## src/rtl/ad7771_config_sequencer_if.sv

```systemverilog
// Pin bundle between the AD7771 configuration sequencer and the ADC control port.
// The master side drives /RESET, /CS, SCLK and SDI of the ADC; the slave side is the ADC.
interface ad7771_config_sequencer_if;
    logic adc_reset_n;
    logic cs_n;
    logic sclk;
    logic sdo;
    logic sdi;

    modport master (
        output adc_reset_n,
        output cs_n,
        output sclk,
        output sdo,
        input  sdi
    );

    modport slave (
        input  adc_reset_n,
        input  cs_n,
        input  sclk,
        input  sdo,
        output sdi
    );
endinterface

```

## src/rtl/ad7771_config_sequencer.sv

```systemverilog
// AD7771 power-up controller: pulses /RESET, waits out ADC startup, writes NUM_REGS SPI
// register frames, then raises readout_en_o to release the DOUT reader.
module ad7771_config_sequencer #(
    parameter int CLK_DIV        = 4,
    parameter int NUM_REGS       = 4,
    parameter int RST_CYCLES     = 100,
    parameter int STARTUP_CYCLES = 25000,
    parameter int CS_GAP         = 8
) (
    input  logic                     clk_i,
    input  logic                     reset_i,
    input  logic                     start_i,
    input  logic [NUM_REGS*16-1:0]   cfg_i,
    output logic [7:0]               rd_data_o,
    output logic                     busy_o,
    output logic                     done_o,
    output logic                     readout_en_o,
    ad7771_config_sequencer_if.master adc
);

    // The LOAD cycle completes the startup wait, so the first /CS fall lands exactly
    // STARTUP_CYCLES after /RESET release.
    localparam int STARTUP_HOLD = (STARTUP_CYCLES > 1) ? STARTUP_CYCLES - 1 : 1;
    localparam int RST_W        = (RST_CYCLES > 0) ? $clog2(RST_CYCLES + 1) : 1;
    localparam int STARTUP_W    = $clog2(STARTUP_CYCLES + 1);
    localparam int GAP_W        = $clog2(CS_GAP + 1);
    localparam int DIV_W        = $clog2(CLK_DIV + 1);
    localparam int HALF_W       = $clog2(34);
    localparam int IDX_W        = (NUM_REGS > 1) ? $clog2(NUM_REGS) : 1;

    typedef enum logic [2:0] {
        IDLE,
        ADC_RST,
        STARTUP,
        LOAD,
        SHIFT,
        GAP,
        DONE
    } state_t;

    state_t               state_q, state_d;
    logic [IDX_W-1:0]     idx_q, idx_d;
    logic [RST_W-1:0]     rst_cnt_q, rst_cnt_d;
    logic [STARTUP_W-1:0] start_cnt_q, start_cnt_d;
    logic [GAP_W-1:0]     gap_cnt_q, gap_cnt_d;
    logic [DIV_W-1:0]     div_cnt_q, div_cnt_d;
    logic [HALF_W-1:0]    half_q, half_d;
    logic [15:0]          frame_q, frame_d;
    logic [7:0]           cap_q, cap_d;
    logic [7:0]           rd_data_q, rd_data_d;
    logic                 adc_reset_n_q, adc_reset_n_d;
    logic                 cs_n_q, cs_n_d;
    logic                 sclk_q, sclk_d;
    logic                 sdo_q, sdo_d;
    logic                 busy_q, busy_d;
    logic                 done_q, done_d;

    logic                 half_wrap;
    logic [3:0]           bit_sel;
    logic [15:0]          frame_sel;

    assign half_wrap = (div_cnt_q == DIV_W'(CLK_DIV - 1));
    assign bit_sel   = ~half_q[4:1];
    assign frame_sel = cfg_i[int'(idx_q)*16 +: 16];

    // half_q counts SCLK half-periods since t0: odd entries are falls, even entries rises,
    // and entry 33 ends the frame after the trailing hold.
    always_comb begin
        state_d     = state_q;
        idx_d       = idx_q;
        rst_cnt_d   = '0;
        start_cnt_d = '0;
        gap_cnt_d   = '0;
        div_cnt_d   = '0;
        half_d      = '0;
        frame_d     = frame_q;
        cap_d       = cap_q;
        rd_data_d   = rd_data_q;
        sclk_d      = 1'b1;
        sdo_d       = 1'b0;

        case (state_q)
            IDLE, DONE: begin
                if (start_i) begin
                    state_d = ADC_RST;
                    idx_d   = '0;
                end
            end
            ADC_RST: begin
                if (rst_cnt_q == RST_W'(RST_CYCLES - 1)) begin
                    state_d = STARTUP;
                end else begin
                    rst_cnt_d = rst_cnt_q + 1'b1;
                end
            end
            STARTUP: begin
                if (start_cnt_q == STARTUP_W'(STARTUP_HOLD - 1)) begin
                    state_d = LOAD;
                end else begin
                    start_cnt_d = start_cnt_q + 1'b1;
                end
            end
            LOAD: begin
                frame_d = frame_sel;
                sdo_d   = frame_sel[15];
                cap_d   = '0;
                state_d = SHIFT;
            end
            SHIFT: begin
                sclk_d    = sclk_q;
                sdo_d     = sdo_q;
                half_d    = half_q;
                div_cnt_d = div_cnt_q + 1'b1;
                if (half_wrap) begin
                    div_cnt_d = '0;
                    half_d    = half_q + 1'b1;
                    if (half_q == HALF_W'(32)) begin
                        half_d    = '0;
                        sdo_d     = 1'b0;
                        rd_data_d = cap_q;
                        state_d   = GAP;
                    end else if (!half_q[0]) begin
                        sclk_d = 1'b0;
                        sdo_d  = frame_q[bit_sel];
                    end else begin
                        sclk_d = 1'b1;
                        cap_d  = {cap_q[6:0], adc.sdi};
                    end
                end
            end
            GAP: begin
                if (gap_cnt_q == GAP_W'(CS_GAP - 1)) begin
                    if (idx_q == IDX_W'(NUM_REGS - 1)) begin
                        state_d = DONE;
                    end else begin
                        idx_d   = idx_q + 1'b1;
                        state_d = LOAD;
                    end
                end else begin
                    gap_cnt_d = gap_cnt_q + 1'b1;
                end
            end
            default: begin
                state_d = IDLE;
            end
        endcase

        // Pin and status levels follow the upcoming state so every output stays registered.
        cs_n_d        = (state_d != SHIFT);
        adc_reset_n_d = (state_d != ADC_RST);
        busy_d        = !((state_d == IDLE) || (state_d == DONE));
        done_d        = (state_d == DONE);
    end

    always_ff @(posedge clk_i or posedge reset_i) begin
        if (reset_i) begin
            state_q       <= IDLE;
            idx_q         <= '0;
            rst_cnt_q     <= '0;
            start_cnt_q   <= '0;
            gap_cnt_q     <= '0;
            div_cnt_q     <= '0;
            half_q        <= '0;
            frame_q       <= '0;
            cap_q         <= '0;
            rd_data_q     <= '0;
            adc_reset_n_q <= 1'b1;
            cs_n_q        <= 1'b1;
            sclk_q        <= 1'b1;
            sdo_q         <= 1'b0;
            busy_q        <= 1'b0;
            done_q        <= 1'b0;
        end else begin
            state_q       <= state_d;
            idx_q         <= idx_d;
            rst_cnt_q     <= rst_cnt_d;
            start_cnt_q   <= start_cnt_d;
            gap_cnt_q     <= gap_cnt_d;
            div_cnt_q     <= div_cnt_d;
            half_q        <= half_d;
            frame_q       <= frame_d;
            cap_q         <= cap_d;
            rd_data_q     <= rd_data_d;
            adc_reset_n_q <= adc_reset_n_d;
            cs_n_q        <= cs_n_d;
            sclk_q        <= sclk_d;
            sdo_q         <= sdo_d;
            busy_q        <= busy_d;
            done_q        <= done_d;
        end
    end

    assign adc.adc_reset_n = adc_reset_n_q;
    assign adc.cs_n        = cs_n_q;
    assign adc.sclk        = sclk_q;
    assign adc.sdo         = sdo_q;
    assign rd_data_o       = rd_data_q;
    assign busy_o          = busy_q;
    assign done_o          = done_q;
    assign readout_en_o    = done_q;

endmodule

```

## src/flat_wrapper.sv

```systemverilog
// flat-port wrapper written by rule: the top's interface ports become plain ports
module ad7771_config_sequencer_flat 
#(
    parameter int CLK_DIV        = 4,
    parameter int NUM_REGS       = 4,
    parameter int RST_CYCLES     = 100,
    parameter int STARTUP_CYCLES = 25000,
    parameter int CS_GAP         = 8
)
  (clk_i, reset_i, start_i, cfg_i, rd_data_o, busy_o, done_o, readout_en_o, adc_adc_reset_n, adc_cs_n, adc_sclk, adc_sdo, adc_sdi);
  ad7771_config_sequencer_if adc_i ();
  input  logic clk_i;
  input  logic reset_i;
  input  logic start_i;
  input  logic [NUM_REGS*16-1:0] cfg_i;
  output logic [7:0] rd_data_o;
  output logic busy_o;
  output logic done_o;
  output logic readout_en_o;
  output wire logic [$bits(adc_i.adc_reset_n)-1:0] adc_adc_reset_n;
  output wire logic [$bits(adc_i.cs_n)-1:0] adc_cs_n;
  output wire logic [$bits(adc_i.sclk)-1:0] adc_sclk;
  output wire logic [$bits(adc_i.sdo)-1:0] adc_sdo;
  input wire logic [$bits(adc_i.sdi)-1:0] adc_sdi;
  assign adc_adc_reset_n = adc_i.adc_reset_n;
  assign adc_cs_n = adc_i.cs_n;
  assign adc_sclk = adc_i.sclk;
  assign adc_sdo = adc_i.sdo;
  assign adc_i.sdi = adc_sdi;
  ad7771_config_sequencer #(.CLK_DIV(CLK_DIV), .NUM_REGS(NUM_REGS), .RST_CYCLES(RST_CYCLES), .STARTUP_CYCLES(STARTUP_CYCLES), .CS_GAP(CS_GAP)) u_core (.clk_i(clk_i), .reset_i(reset_i), .start_i(start_i), .cfg_i(cfg_i), .rd_data_o(rd_data_o), .busy_o(busy_o), .done_o(done_o), .readout_en_o(readout_en_o), .adc(adc_i));
endmodule
```

## config.mk

```make
export PLATFORM = sky130hd
export DESIGN_NAME = ad7771_config_sequencer_flat
export DESIGN_NICKNAME = d
export VERILOG_FILES = /design/src/rtl/ad7771_config_sequencer_if.sv /design/src/rtl/ad7771_config_sequencer.sv /design/src/flat_wrapper.sv
export SDC_FILE = /design/constraint.sdc
export NUM_CORES = 1
export LEC_CHECK = 0
export CORE_MARGIN = 2
export CORE_UTILIZATION = 35
export CTS_CLUSTER_DIAMETER = 80
export DETAILED_ROUTE_END_ITERATION = 10
export PLACE_DENSITY = 0.6
export SLEW_MARGIN = 20
export SYNTH_ARGS = -nofsm -noshare
export SYNTH_HDL_FRONTEND = slang
export SYNTH_SLANG_ARGS = --single-unit
```

## constraint.sdc

```tcl
create_clock -name clk_i -period 3.32 [get_ports clk_i]
set_clock_uncertainty 0.15 [all_clocks]
set_input_delay 0.498 -clock clk_i [delete_from_list [all_inputs] [get_ports clk_i]]
set_output_delay 0.498 -clock clk_i [all_outputs]
set_load 0.02 [all_outputs]
```

; Word-level counts from Yosys, hierarchy flattened
; Index checks and enable logic that the tools add are counted.
[word_totals]
register_bits = 78
inputBits = 68
[op_classes]
n_eq_ne = 22
muxes = 37
shift = 1
n_lt_le_gt_ge = 1
bitwise = 1
n_addsub = 6
n_reduce_logical = 12
[ops]
columns = operator, n
row1 = $shiftx A64 B7 Y16, 1
row2 = $mux W15, 2
row3 = $mux W3, 9
row4 = $mux W8, 3
row5 = $mux W6, 3
row6 = $pmux W3 S6, 1
row7 = $pmux W8 S2, 1
row8 = $add A15 B1 Y15 const B, 1
row9 = $eq A15 B15 Y1 const B, 1
row10 = $mux W7, 2
row11 = $eq A3 B3 Y1 const B, 4
row12 = $eq A3 B2 Y1 const B, 3
row13 = $mux W1, 8
row14 = $mux W4, 2
row15 = $reduce_and A4 Y1, 2
row16 = $add A7 B1 Y7 const B, 1
row17 = $eq A7 B7 Y1 const B, 1
row18 = $add A6 B1 Y6 const B, 1
row19 = $eq A6 B6 Y1 const B, 1
row20 = $logic_not A3 Y1, 2
row21 = $mux W2, 3
row22 = $ne A2 B1 Y1 const B, 3
row23 = $ne A2 B2 Y1 const B, 3
row24 = $ne A3 B3 Y1 const B, 2
row25 = 18 further kinds, 20

; Logic depth before layout (Yosys ltp)
; Gate-level depths: netlist of run 1.
[depth]
depth_word = 7
depth_mapped = 8

; Least setup slack after synthesis of run 1
; OpenSTA, ideal clock, no wires.
[synth_timing]
kind = register to register
from = register u_core.half_q[1]
to = register u_core.rd_data_q[0], in the netlist u_core.rd_data_o[0]
arrival_ns = 1.708
period_less_slack_ns = 1.983
slack_ns = 1.337
path_stages_with_launch = 7
setup_ns = 0.125
path_cell_list = dfrtp_1 > inv_1 > ha_1 > nand2_1 > or4_4 > nor2_8 > mux2_4
[synth_via]
elab_chain_cells = 2
[synth_rtl]
columns = item, line_no
row1 = start: declaration, ad7771_config_sequencer.sv:47  ; logic [HALF_W-1:0] half_q, half_d;
row2 = start signal: assignment, ad7771_config_sequencer.sv:180  ; half_q <= half_d;
row3 = $eq A6 B6 Y1, ad7771_config_sequencer.sv:117  ; if (half_q == HALF_W'(32)) begin
row4 = $reduce_and A3 Y1 (no line), --
row5 = end signal: assignment, ad7771_config_sequencer.sv:183  ; rd_data_q <= rd_data_d;
row6 = end: declaration, ad7771_config_sequencer.sv:50  ; logic [7:0] rd_data_q, rd_data_d;
; Every way passes these cells.
; A chain may end at the register's enable or synchronous reset.

; Worst setup path after layout of run 1
[layout_timing]
from = register u_core.state_q[0]
to = register u_core.busy_q, in the netlist u_core.busy_o
[layout_via]
elab_chain_cells = 6
elab_cells_between_ends = 19
cone_classes = eq/ne: 7 / mux: 7 / reduce/logical: 5
[layout_rtl]
columns = item, line_no
row1 = start: declaration, ad7771_config_sequencer.sv:41  ; state_t state_q, state_d;
row2 = start signal: assignment, ad7771_config_sequencer.sv:174  ; state_q <= state_d;
row3 = $eq A3 B3 Y1 or $logic_not A3 Y1 (tied branches), ad7771_config_sequencer.sv:82  ; case (state_q)
row4 = $reduce_or A2 Y1, ad7771_config_sequencer.sv:82
row5 = $pmux W3 S6 (*), ad7771_config_sequencer.sv:82
row6 = named net u_core.state_d[2], ad7771_config_sequencer.sv:41
row7 = $eq A3 B3 Y1 (*), --
row8 = named net u_core.done_d, ad7771_config_sequencer.sv:56  ; logic done_q, done_d;
row9 = $logic_or A1 B1 Y1 (*), ad7771_config_sequencer.sv:151  ; busy_d = !((state_d == IDLE) || (state_d == DONE));
row10 = $logic_not A1 Y1 (*), ad7771_config_sequencer.sv:151
row11 = named net u_core.busy_d, ad7771_config_sequencer.sv:55  ; logic busy_q, busy_d;
row12 = end signal: assignment, ad7771_config_sequencer.sv:188  ; busy_q <= busy_d;
row13 = end: declaration, ad7771_config_sequencer.sv:55
; The timed path passes the listed nets; every way through them passes the cells marked *.

==> results.sh, run 1 <==
export IMPL_status="finished clean"
export IMPL_yosysTopAreaCell="dfrtp_1"
export IMPL_postCtsHoldBufs=0
export IMPL_synth_top_area_frac=0.466
export IMPL_pin_count=83
export IMPL_final_cell_mix="82 x clkdlybuf4s50_1, 75 x dfrtp_1, 33 x nor2_1"
export IMPL_start_util=0.356
export IMPL_cts_buffers=9
export IMPL_antenna_found_initial=0
export IMPL_final_common_cell="clkdlybuf4s50_1"
export IMPL_syn_nets=422
export IMPL_nFillCells=1054
export IMPL_synth_top_family_by_area="multiplexers"
export IMPL_worstPathCellList="nand3_2 > o21ai_0 > a21boi_0 > a21oi_1"
export IMPL_hold_depth=1
export IMPL_min_delay_start="u_core.div_cnt_q[0]"
export IMPL_yosys_area_share_simple=0.165
export IMPL_synth_compound_area_frac=0.0606
export IMPL_crit_required_ns=3.36
export IMPL_grt_pass1_vias=3018
export IMPL_clk_pin_slew_ns=0.06
export IMPL_ys_seq_area_frac=0.486
export IMPL_min_to="u_core.div_cnt_q[0]"
export IMPL_cp_max_fo=26
export IMPL_dominantRegCellSynth="dfrtp_1"
export IMPL_layout_area_overhead_vs_synth_pct=32.5
export IMPL_synthCells=346
export IMPL_relSlewSlack=0.492
export IMPL_synthArstFlopShare=1.00
export IMPL_critPathKind="register to register"
export IMPL_p_per_area_nw_per_um2=460
export IMPL_cts_setup_buffers=0
export IMPL_die_y_um=111
export IMPL_synthAdderAreaFrac=0.0249
export IMPL_ys_types=51
export IMPL_pre_cts_ws_ns=1.12
export IMPL_critPathSlowestCell="dfrtp_1"
export IMPL_setup_tns_ns=0
export IMPL_portBuffers=82
export IMPL_n_antenna_cell=0
export IMPL_r2r_end="u_core.busy_o"
export IMPL_ant_nets=0
export IMPL_grt_first_pass_wirelength_um=14500
export IMPL_htreeDepth=3
export IMPL_ys_ff_latch=78
export IMPL_rows=39
export IMPL_netlist_area_sq_um=4030
export IMPL_routabilityCongestion=0.827
export IMPL_worstMarginPinSlew_ns=0.758
export IMPL_root_buffer="clkbuf_16"
export IMPL_setup_slack_ns=1.11
export IMPL_clk_latency_ns=0.33
export IMPL_crit_arrival_ns=2.25
export IMPL_first_iter_violations=101
export IMPL_hp_class="register to register"
export IMPL_grt_start_max_net_pins=35
export IMPL_ctsResizeCount=0
export IMPL_clock_path_buffers=2
export IMPL_rsz0062_at_grt="no"
export IMPL_gr_total_overflow=0
export IMPL_core_area_sq_um=11300
export IMPL_viasPerCell=4.89
export IMPL_ff2ff_path_depth=4
export IMPL_critPathMaxStageDelay_ns=0.61
export IMPL_synth_xor_area_share=0.0457
export IMPL_worst_path_stages=4
export IMPL_dieArea_sq_um=12400
export IMPL_cts_tree="built"
export IMPL_total_power_mw=2.46
export IMPL_drt_total_wl_um=8380
export IMPL_start_kind="register"
export IMPL_drv_slew=0
export IMPL_p_leak_nw=2.16
export IMPL_clock_sinks=78
export IMPL_avgSynthCellArea_sq_um=11.6
export IMPL_grt_use_total=0.145
export IMPL_finalHoldViolations=0
export IMPL_die_w_um=111
export IMPL_end_kind="register"
export IMPL_vias=2824
export IMPL_drtPass1Iterations=4
export IMPL_vdd_ir_drop_worst_mv=0.334
export IMPL_hold_ws_ns=0.285
export IMPL_critPathTopFamily="compound AO/OA/AOI/OAI gates"
export IMPL_fin_crit_sh=0.665
export IMPL_final_util=0.471
export IMPL_drive_gt1_frac=0.164
export IMPL_fin_crit_ns=2.21
export IMPL_synth_edf_count=0
export IMPL_timing_rr_start="u_core.state_q[0]"
export IMPL_fin_nets=505
export IMPL_yosysWarnings=0
export IMPL_setup_violations=0
export IMPL_fmax_ghz=0.453
export IMPL_synth_area_leaders="dfrtp_1 47%, mux4_2 8.9%, mux2_2 4.2%, nor2_1 3.1%, mux2_4 3.0%"
export IMPL_max_cap_violations=0
export IMPL_cp_num_buf_inv=0
export IMPL_wl_per_cell_um=14.5
export IMPL_muxShareOfSynthArea=0.184
export IMPL_drc=0
export IMPL_reg2reg_slack_ns=1.11
export IMPL_dpl_hpwl_um=6410
## Yosys cell counts (all sizes together) (10+ instances only)
cell type / count
o21ai: 18
buf: 12
dfrtp: 75
xor2: 11
mux2: 23
xnor2: 10
nor2: 34
mux4: 16
inv: 12
nand2: 31
nand3: 10
## layer usage
metal  up-vias  GRT usage  part of all wire
met5         -          0                 0
met1      1380      0.182              0.44
met2        33      0.243              0.52
li1       1400          -                 -
met3        11     0.0405             0.025
met4         0     0.0428             0.016
## worst max-delay path by stage
| stage | slack [ns] | endpoint | from |
|---|---|---|---|
| after floorplan | 0.68 | u_core.adc.sdo | reset_i |
| after global placement | 1.14 | u_core.state_q[0] | start_i |
| after detailed placement | 1.12 | u_core.busy_o | u_core.state_q[0] |
| after CTS | 1.11 | u_core.busy_o | u_core.state_q[0] |
| after global routing | 0.80 | u_core.busy_o | u_core.state_q[0] |
| final | 1.11 | u_core.busy_o | u_core.state_q[0] |
## logic make-up after synthesis
logic type / count (synthesis)
and+or+nand+nor: 123
DFF: 78
muxes: 48
AOI/OAI and AO/OA: 41
buffers and inverters: 27
xor gates and xnor gates: 21
adders and majority gates: 8
## report_power, final
part	switching (mW)	internal [mW]
Clock	0.374	0.811
Sequential	0.0374	0.993
Combinational	0.0883	0.151
## flip-flops by register name, indices dropped and copies added, names as in the netlist, 2 cells and up
| register | flops |
|---|---|
| u_core.div_cnt_q | 3 |
| u_core.state_q | 3 |
| u_core.idx_q | 2 |
| u_core.rd_data_o | 8 |
| u_core.frame_q | 16 |
| u_core.cap_q | 8 |
| u_core.gap_cnt_q | 4 |
| u_core.rst_cnt_q | 7 |
| u_core.start_cnt_q | 15 |
| u_core.half_q | 6 |
## metrics by stage
step	std cells	cell area (sq um)
after floorplan	346	4030
after global placement	561	4970
after detailed placement	561	4970
after CTS	577	5330
after global routing	577	5330
final	577	5330
## cell type report
| cell class | instances | area [sq um] | share of cell area |
|---|---|---|---|
| sequential | 78 | 1960 | 0.367 |
| multi-input combinational | 241 | 1930 | 0.362 |
| tap | 143 | 179 | 0.0335 |
| clock inverter | 6 | 134 | 0.0251 |
| timing repair buffer | 87 | 858 | 0.161 |
| clock buffer | 10 | 229 | 0.0429 |
| inverter | 12 | 45.0 | 0.00844 |
Power figures use the tool's default switching activity.
==> inputs of run 2 (changes only) <==
--- a/config.mk
+++ b/config.mk
@@ -9,7 +9,7 @@
 export CORE_UTILIZATION = 35
 export CTS_CLUSTER_DIAMETER = 80
 export DETAILED_ROUTE_END_ITERATION = 10
-export PLACE_DENSITY = 0.6
+export PLACE_DENSITY = 0.62
 export SLEW_MARGIN = 20
 export SYNTH_ARGS = -nofsm -noshare
 export SYNTH_HDL_FRONTEND = slang
==> constraint.sdc (replaced) <==
create_clock -name clk_i -period 1.9 [get_ports clk_i]
set_clock_uncertainty 0.15 [all_clocks]
set_input_delay 0.285 -clock clk_i [delete_from_list [all_inputs] [get_ports clk_i]]
set_output_delay 0.285 -clock clk_i [all_outputs]
set_load 0.02 [all_outputs]
==> run 2 against run 1 <==
Effect of this change: the run now ends with negative setup slack left; combinational power increased by 88%; setup slack got worse by 1.2 ns; design area increased by 6.6%; flip-flop and latch count unchanged; power increased by 69%; die area unchanged; sequential power increased by 75%.
==> results.sh, run 2 (same netlist as run 1, synthesis figures left out) <==
export IMPL_p_per_area_nw_per_um2=728
export IMPL_drc=0
export IMPL_gr_total_overflow=0
export IMPL_dpl_hpwl_um=6510
export IMPL_die_w_um=111
export IMPL_final_cell_mix="79 x clkdlybuf4s50_1, 74 x dfrtp_1, 33 x nor2_1, 33 x buf_4, 29 x nand2_1"
export IMPL_rsz0062_at_grt="yes"
export IMPL_root_buffer="clkbuf_16"
export IMPL_first_iter_violations=132
export IMPL_fin_crit_ns=1.97
export IMPL_vias=3059
export IMPL_crit_arrival_ns=2.03
export IMPL_dieArea_sq_um=12400
export IMPL_layout_area_overhead_vs_synth_pct=41.2
export IMPL_grt_use_total=0.145
export IMPL_die_y_um=111
export IMPL_cts_tree="built"
export IMPL_drv_slew=0
export IMPL_violations="negative setup slack"
export IMPL_final_common_cell="clkdlybuf4s50_1"
export IMPL_rows=39
export IMPL_start_kind="register"
export IMPL_total_power_mw=4.14
export IMPL_drt_total_wl_um=9020
export IMPL_nFillCells=992
export IMPL_vdd_ir_drop_worst_mv=0.444
export IMPL_finalHoldViolations=0
export IMPL_ant_nets=0
export IMPL_p_leak_nw=2.35
export IMPL_grt_start_max_net_pins=79
export IMPL_pin_count=83
export IMPL_largest_reg_flops=16
export IMPL_clk_pin_slew_ns=0.06
export IMPL_final_cells=611
export IMPL_ff_latch_area_sq_um=1960
export IMPL_worstPathCellList="inv_2 > ha_4 > nand2_2 > or4_4 > nor2_4 > mux2_4"
export IMPL_top_register="u_core.frame_q"
export IMPL_fin_crit_sh=1.03
export IMPL_start_util=0.356
export IMPL_setup_violations=9
export IMPL_htreeDepth=3
export IMPL_core_area_sq_um=11300
export IMPL_clk_latency_ns=0.33
export IMPL_drtPass1Iterations=4
export IMPL_cp_max_fo=4
export IMPL_postCtsHoldBufs=0
export IMPL_wl_per_cell_um=14.8
export IMPL_fmax_ghz=0.509
export IMPL_cts_buffers=9
export IMPL_end_kind="register"
export IMPL_critPathMaxStageDelay_ns=0.49
export IMPL_grt_first_pass_wirelength_um=14500
export IMPL_routabilityCongestion=0.809
export IMPL_multi_input_area_sq_um=2010
export IMPL_critPathSlowestCell="or4_4"
export IMPL_status="finished with violations"
export IMPL_cp_num_buf_inv=1
export IMPL_fin_nets=539
export IMPL_max_cap_violations=0
export IMPL_place_inst=588
export IMPL_hold_ws_ns=0.275
export IMPL_worstMarginPinSlew_ns=0.414
export IMPL_clock_path_buffers=2
export IMPL_drive_gt1_frac=0.252
export IMPL_antenna_found_initial=0
export IMPL_grt_pass1_vias=3002
export IMPL_setup_slack_ns=-0.0657
export IMPL_reg2reg_slack_ns=-0.07
export IMPL_hp_class="primary input to async pin"
export IMPL_relSlewSlack=0.724
export IMPL_n_antenna_cell=0
export IMPL_clock_sinks=78
export IMPL_critPathKind="register to register"
export IMPL_viasPerCell=5.01
export IMPL_top_regs="u_core.frame_q (16), u_core.start_cnt_q (15)"
export IMPL_critPathTopFamily="simple AND/OR/NAND/NOR gates"
export IMPL_crit_required_ns=1.96
export IMPL_portBuffers=82
==> run 2: changes by cell type in the layout (fill, tap and decap cells not counted), sizes merged <==
| cell | change |
|---|---|
| clkbuf | +1 |
| inv | -1 |
| dlygate4sd2 | +2 |
| buf | +33 |
| nor2 | +1 |
| clkinvlp | +2 |
| dlymetal6s2s | +1 |
| bufinv | -2 |
| clkdlybuf4s50 | -3 |
==> run 2: through the flow <==
step / TNS (ns) / instance area (sq um) / setup slack, ns / util
finish: -0.260 / 5690 / -0.0657 / 0.502
global route: -0.950 / 5690 / -0.110 / 0.502
CTS: -0.0960 / 5610 / -0.0266 / 0.495
detailed placement: -0.610 / 5230 / -0.106 / 0.462
global placement: -0.257 / 5230 / -0.0845 / 0.462
floorplan: -0.250 / 4030 / -0.0312 / -
==> run 2: layout make-up <==
cell class / instances / share of cell area
Clock inverter: 5 / 0.0143
Multi-Input combinational cell: 242 / 0.353
Sequential cell: 78 / 0.344
Inverter: 12 / 0.00858
Tap cell: 143 / 0.0315
Timing Repair Buffer: 120 / 0.204
Clock buffer: 11 / 0.0444
==> run 2: path summary, 6_finish.rpt <==
path,endpoint,start,depth (start not counted)
hold / removal,u_core.rd_data_o[2],reset_i,3
setup / recovery,u_core.rd_data_o[6],u_core.half_q[0],6
min in group clk_i,u_core.div_cnt_q[0],u_core.div_cnt_q[0],1
max in group asynchronous,u_core.adc.adc_reset_n,reset_i,3
hold reg to reg,u_core.div_cnt_q[0],u_core.div_cnt_q[0],1
setup reg to reg,u_core.rd_data_o[6],u_core.half_q[0],6
==> run 2: what timing repair did <==
| action | CTS | global route |
|---|---|---|
| pin swaps | 0 | 2 |
| setup buffers | 2 | 4 |
| cloned | 1 | 0 |
| setup endpoints to repair | 20 | 26 |
| resized for setup | 8 | 10 |
==> run 2: tightest hold or removal path, cell delays in order <==
cell	delay, ns
clkdlybuf4s50_1	0.44
clkinvlp_4	0.10
buf_12	0.34
==> run 2: power breakdown <==
group | switching, mW | total, mW | internal (mW)
Sequential | 0.0636 | 1.80 | 1.74
Clock | 0.669 | 1.89 | 1.22
Combinational | 0.164 | 0.451 | 0.287
==> run 2: layer usage <==
layer,part of all wire,track usage,wire length [um]
met5,0,0,0
met4,0.0094,0.0486,85
met3,0.021,0.0246,193
met2,0.52,0.239,4660
met1,0.45,0.193,4080
==> inputs of run 3 (changes only) <==
--- a/config.mk
+++ b/config.mk
@@ -14,3 +14,4 @@
 export SYNTH_ARGS = -nofsm -noshare
 export SYNTH_HDL_FRONTEND = slang
 export SYNTH_SLANG_ARGS = --single-unit
+export TNS_END_PERCENT = 50
==> run 3 against run 2 <==
Effect of this change: the run still ends with negative setup slack left; fmax grew 0.62%; setup slack improved by 0.012 ns; worst hold slack worse by 0.14 ns; combinational power about the same; non-clock buffer count decreased by 6; count of clock-buffer cells in the layout decreased by 1; clock power about the same; first-iteration DRC count fell by 18%; final cell count fell by 0.98%; critical endpoint is now u_core.rd_data_o[5]; largest power group unchanged.
==> results.sh, run 3 (same netlist as run 1, synthesis figures left out) <==
export IMPL_finalHoldViolations=0
export IMPL_drt_total_wl_um=8750
export IMPL_pwr_share_seq=0.436
export IMPL_cellInternalPower_mw=3.22
export IMPL_rsz0062_at_grt="yes"
export IMPL_grt_first_pass_wirelength_um=14700
export IMPL_multi_input_area_sq_um=1990
export IMPL_critPathKind="register to register"
export IMPL_setup_slack_ns=-0.0535
export IMPL_timing_rr_start="u_core.half_q[0]"
export IMPL_layout_area_overhead_vs_synth_pct=39.5
export IMPL_nFillCells=1001
export IMPL_clk_latency_ns=0.34
export IMPL_hold_ws_ns=0.135
export IMPL_crit_required_ns=1.96
export IMPL_portBuffers=82
export IMPL_crit_arrival_ns=2.02
export IMPL_cts_buffers=9
export IMPL_pre_cts_ws_ns=-0.101
export IMPL_clk_pin_slew_ns=0.06
export IMPL_vdd_ir_drop_worst_mv=0.447
export IMPL_end_kind="register"
export IMPL_vias=2978
export IMPL_power_frac_comb=0.109
export IMPL_core_area_sq_um=11300
export IMPL_wl_per_cell_um=14.5
export IMPL_clock_path_buffers=2
export IMPL_start_kind="register"
export IMPL_rows=39
export IMPL_cts_tree="built"
export IMPL_htreeDepth=3
export IMPL_drv_slew=0
export IMPL_drive_gt1_frac=0.236
export IMPL_worstMarginPinSlew_ns=0.447
export IMPL_fin_crit_sh=1.03
export IMPL_viasPerCell=4.92
export IMPL_reg2reg_slack_ns=-0.05
export IMPL_p_leak_nw=2.29
export IMPL_drtPass1Iterations=4
export IMPL_dieArea_sq_um=12400
export IMPL_dpl_hpwl_um=6650
export IMPL_status="finished with violations"
export IMPL_final_common_cell="clkdlybuf4s50_1"
export IMPL_clock_sinks=78
export IMPL_first_iter_violations=108
export IMPL_die_y_um=111
export IMPL_pin_count=83
export IMPL_ant_nets=0
export IMPL_hp_class="primary input to async pin"
export IMPL_top_register="u_core.frame_q"
export IMPL_relSlewSlack=0.700
export IMPL_p_sw_mw=0.908
export IMPL_setup_violations=8
export IMPL_gr_total_overflow=0
export IMPL_critPathLaunch="u_core.half_q[0]"
export IMPL_fmax_ghz=0.512
export IMPL_grt_pass1_vias=3166
export IMPL_violations="negative setup slack"
export IMPL_root_buffer="clkbuf_16"
export IMPL_setup_tns_ns=-0.227
export IMPL_n_antenna_cell=0
export IMPL_p_sw_frac=0.220
export IMPL_die_w_um=111
export IMPL_fin_crit_ns=1.95
export IMPL_top_regs="u_core.frame_q (16), u_core.start_cnt_q (15)"
export IMPL_ff_latch_area_sq_um=1960
export IMPL_final_util=0.496
export IMPL_final_cell_mix="79 x clkdlybuf4s50_1, 74 x dfrtp_1, 33 x nor2_1"
export IMPL_routabilityCongestion=0.790
export IMPL_cp_max_fo=4
export IMPL_drc=0
export IMPL_grt_start_max_net_pins=34
export IMPL_power_clock_fraction=0.455
export IMPL_max_cap_violations=0
export IMPL_start_util=0.356
export IMPL_p_per_area_nw_per_um2=734
export IMPL_antenna_found_initial=0
export IMPL_fin_nets=533
export IMPL_largest_reg_flops=16
export IMPL_grt_use_total=0.146
## run 3: cell count changes in the layout (fill, tap and decap cells not counted), sizes merged
cell,change
buf,-6
clkinv,-2
inv,+2
clkbuf,-1
clkinvlp,+1
dlygate4sd2,+1
dlymetal6s2s,-1
## run 3: critical path, cell delays in order, from the launching register on
cell,delay (ns)
dfrtp_1,0.40
inv_2,0.09
ha_4,0.14
nand2_4,0.04
or4_4,0.48
nor2_4,0.21
mux2_4,0.31
## run 3: per-stage QoR
step                      cells  power [mW]  area, sq um
after floorplan             346        2.05         4030
after global placement      586        2.27         5210
after detailed placement    586        2.29         5210
after CTS                   605        4.18         5590
after global routing        605        4.31         5620
final                       605        4.12         5620
## run 3: what timing repair did
| action | in CTS | in global routing |
|---|---|---|
| resized for setup | 11 | 8 |
| gates cloned | 1 | 0 |
| endpoints found under the setup margin | 18 | 21 |
| setup buffers | 2 | 0 |
| hold buffers | 0 | 0 |
| pin swaps | 2 | 2 |
## run 3: routing by layer
| layer | vias up | GRT usage | share of wire |
|---|---|---|---|
| met5 | - | 0 | 0 |
| met4 | 0 | 0.0370 | 0.0097 |
| met3 | 9 | 0.0421 | 0.032 |
| met2 | 44 | 0.250 | 0.52 |
| li1 | 1451 | - | - |
| met1 | 1474 | 0.182 | 0.44 |
## run 3: path summary, 6_finish.rpt
check                                         end  cells after the start
hold / removal                    u_core.cap_q[4]                      2
min in group clk_i            u_core.div_cnt_q[0]                      1
hold reg to reg               u_core.div_cnt_q[0]                      1
max in group asynchronous  u_core.adc.adc_reset_n                      3
setup reg to reg              u_core.rd_data_o[5]                      6
setup / recovery              u_core.rd_data_o[5]                      6
## run 3: final cells by class
type,count,share of cell area
Inverter,12,0.00869
Multi-Input combinational cell,242,0.354
Sequential cell,78,0.348
Tap cell,143,0.0319
Timing Repair Buffer,114,0.198
Clock inverter,6,0.0165
Clock buffer,10,0.0425
## run 3: power groups by stage
stage	Clock, mW	Sequential [mW]	Combinational [mW]
after detailed placement	0	1.83	0.459
after global routing	2.00	1.81	0.498
after floorplan	0	1.82	0.231
after CTS	1.92	1.80	0.460
final	1.88	1.80	0.451
after global placement	0	1.82	0.444
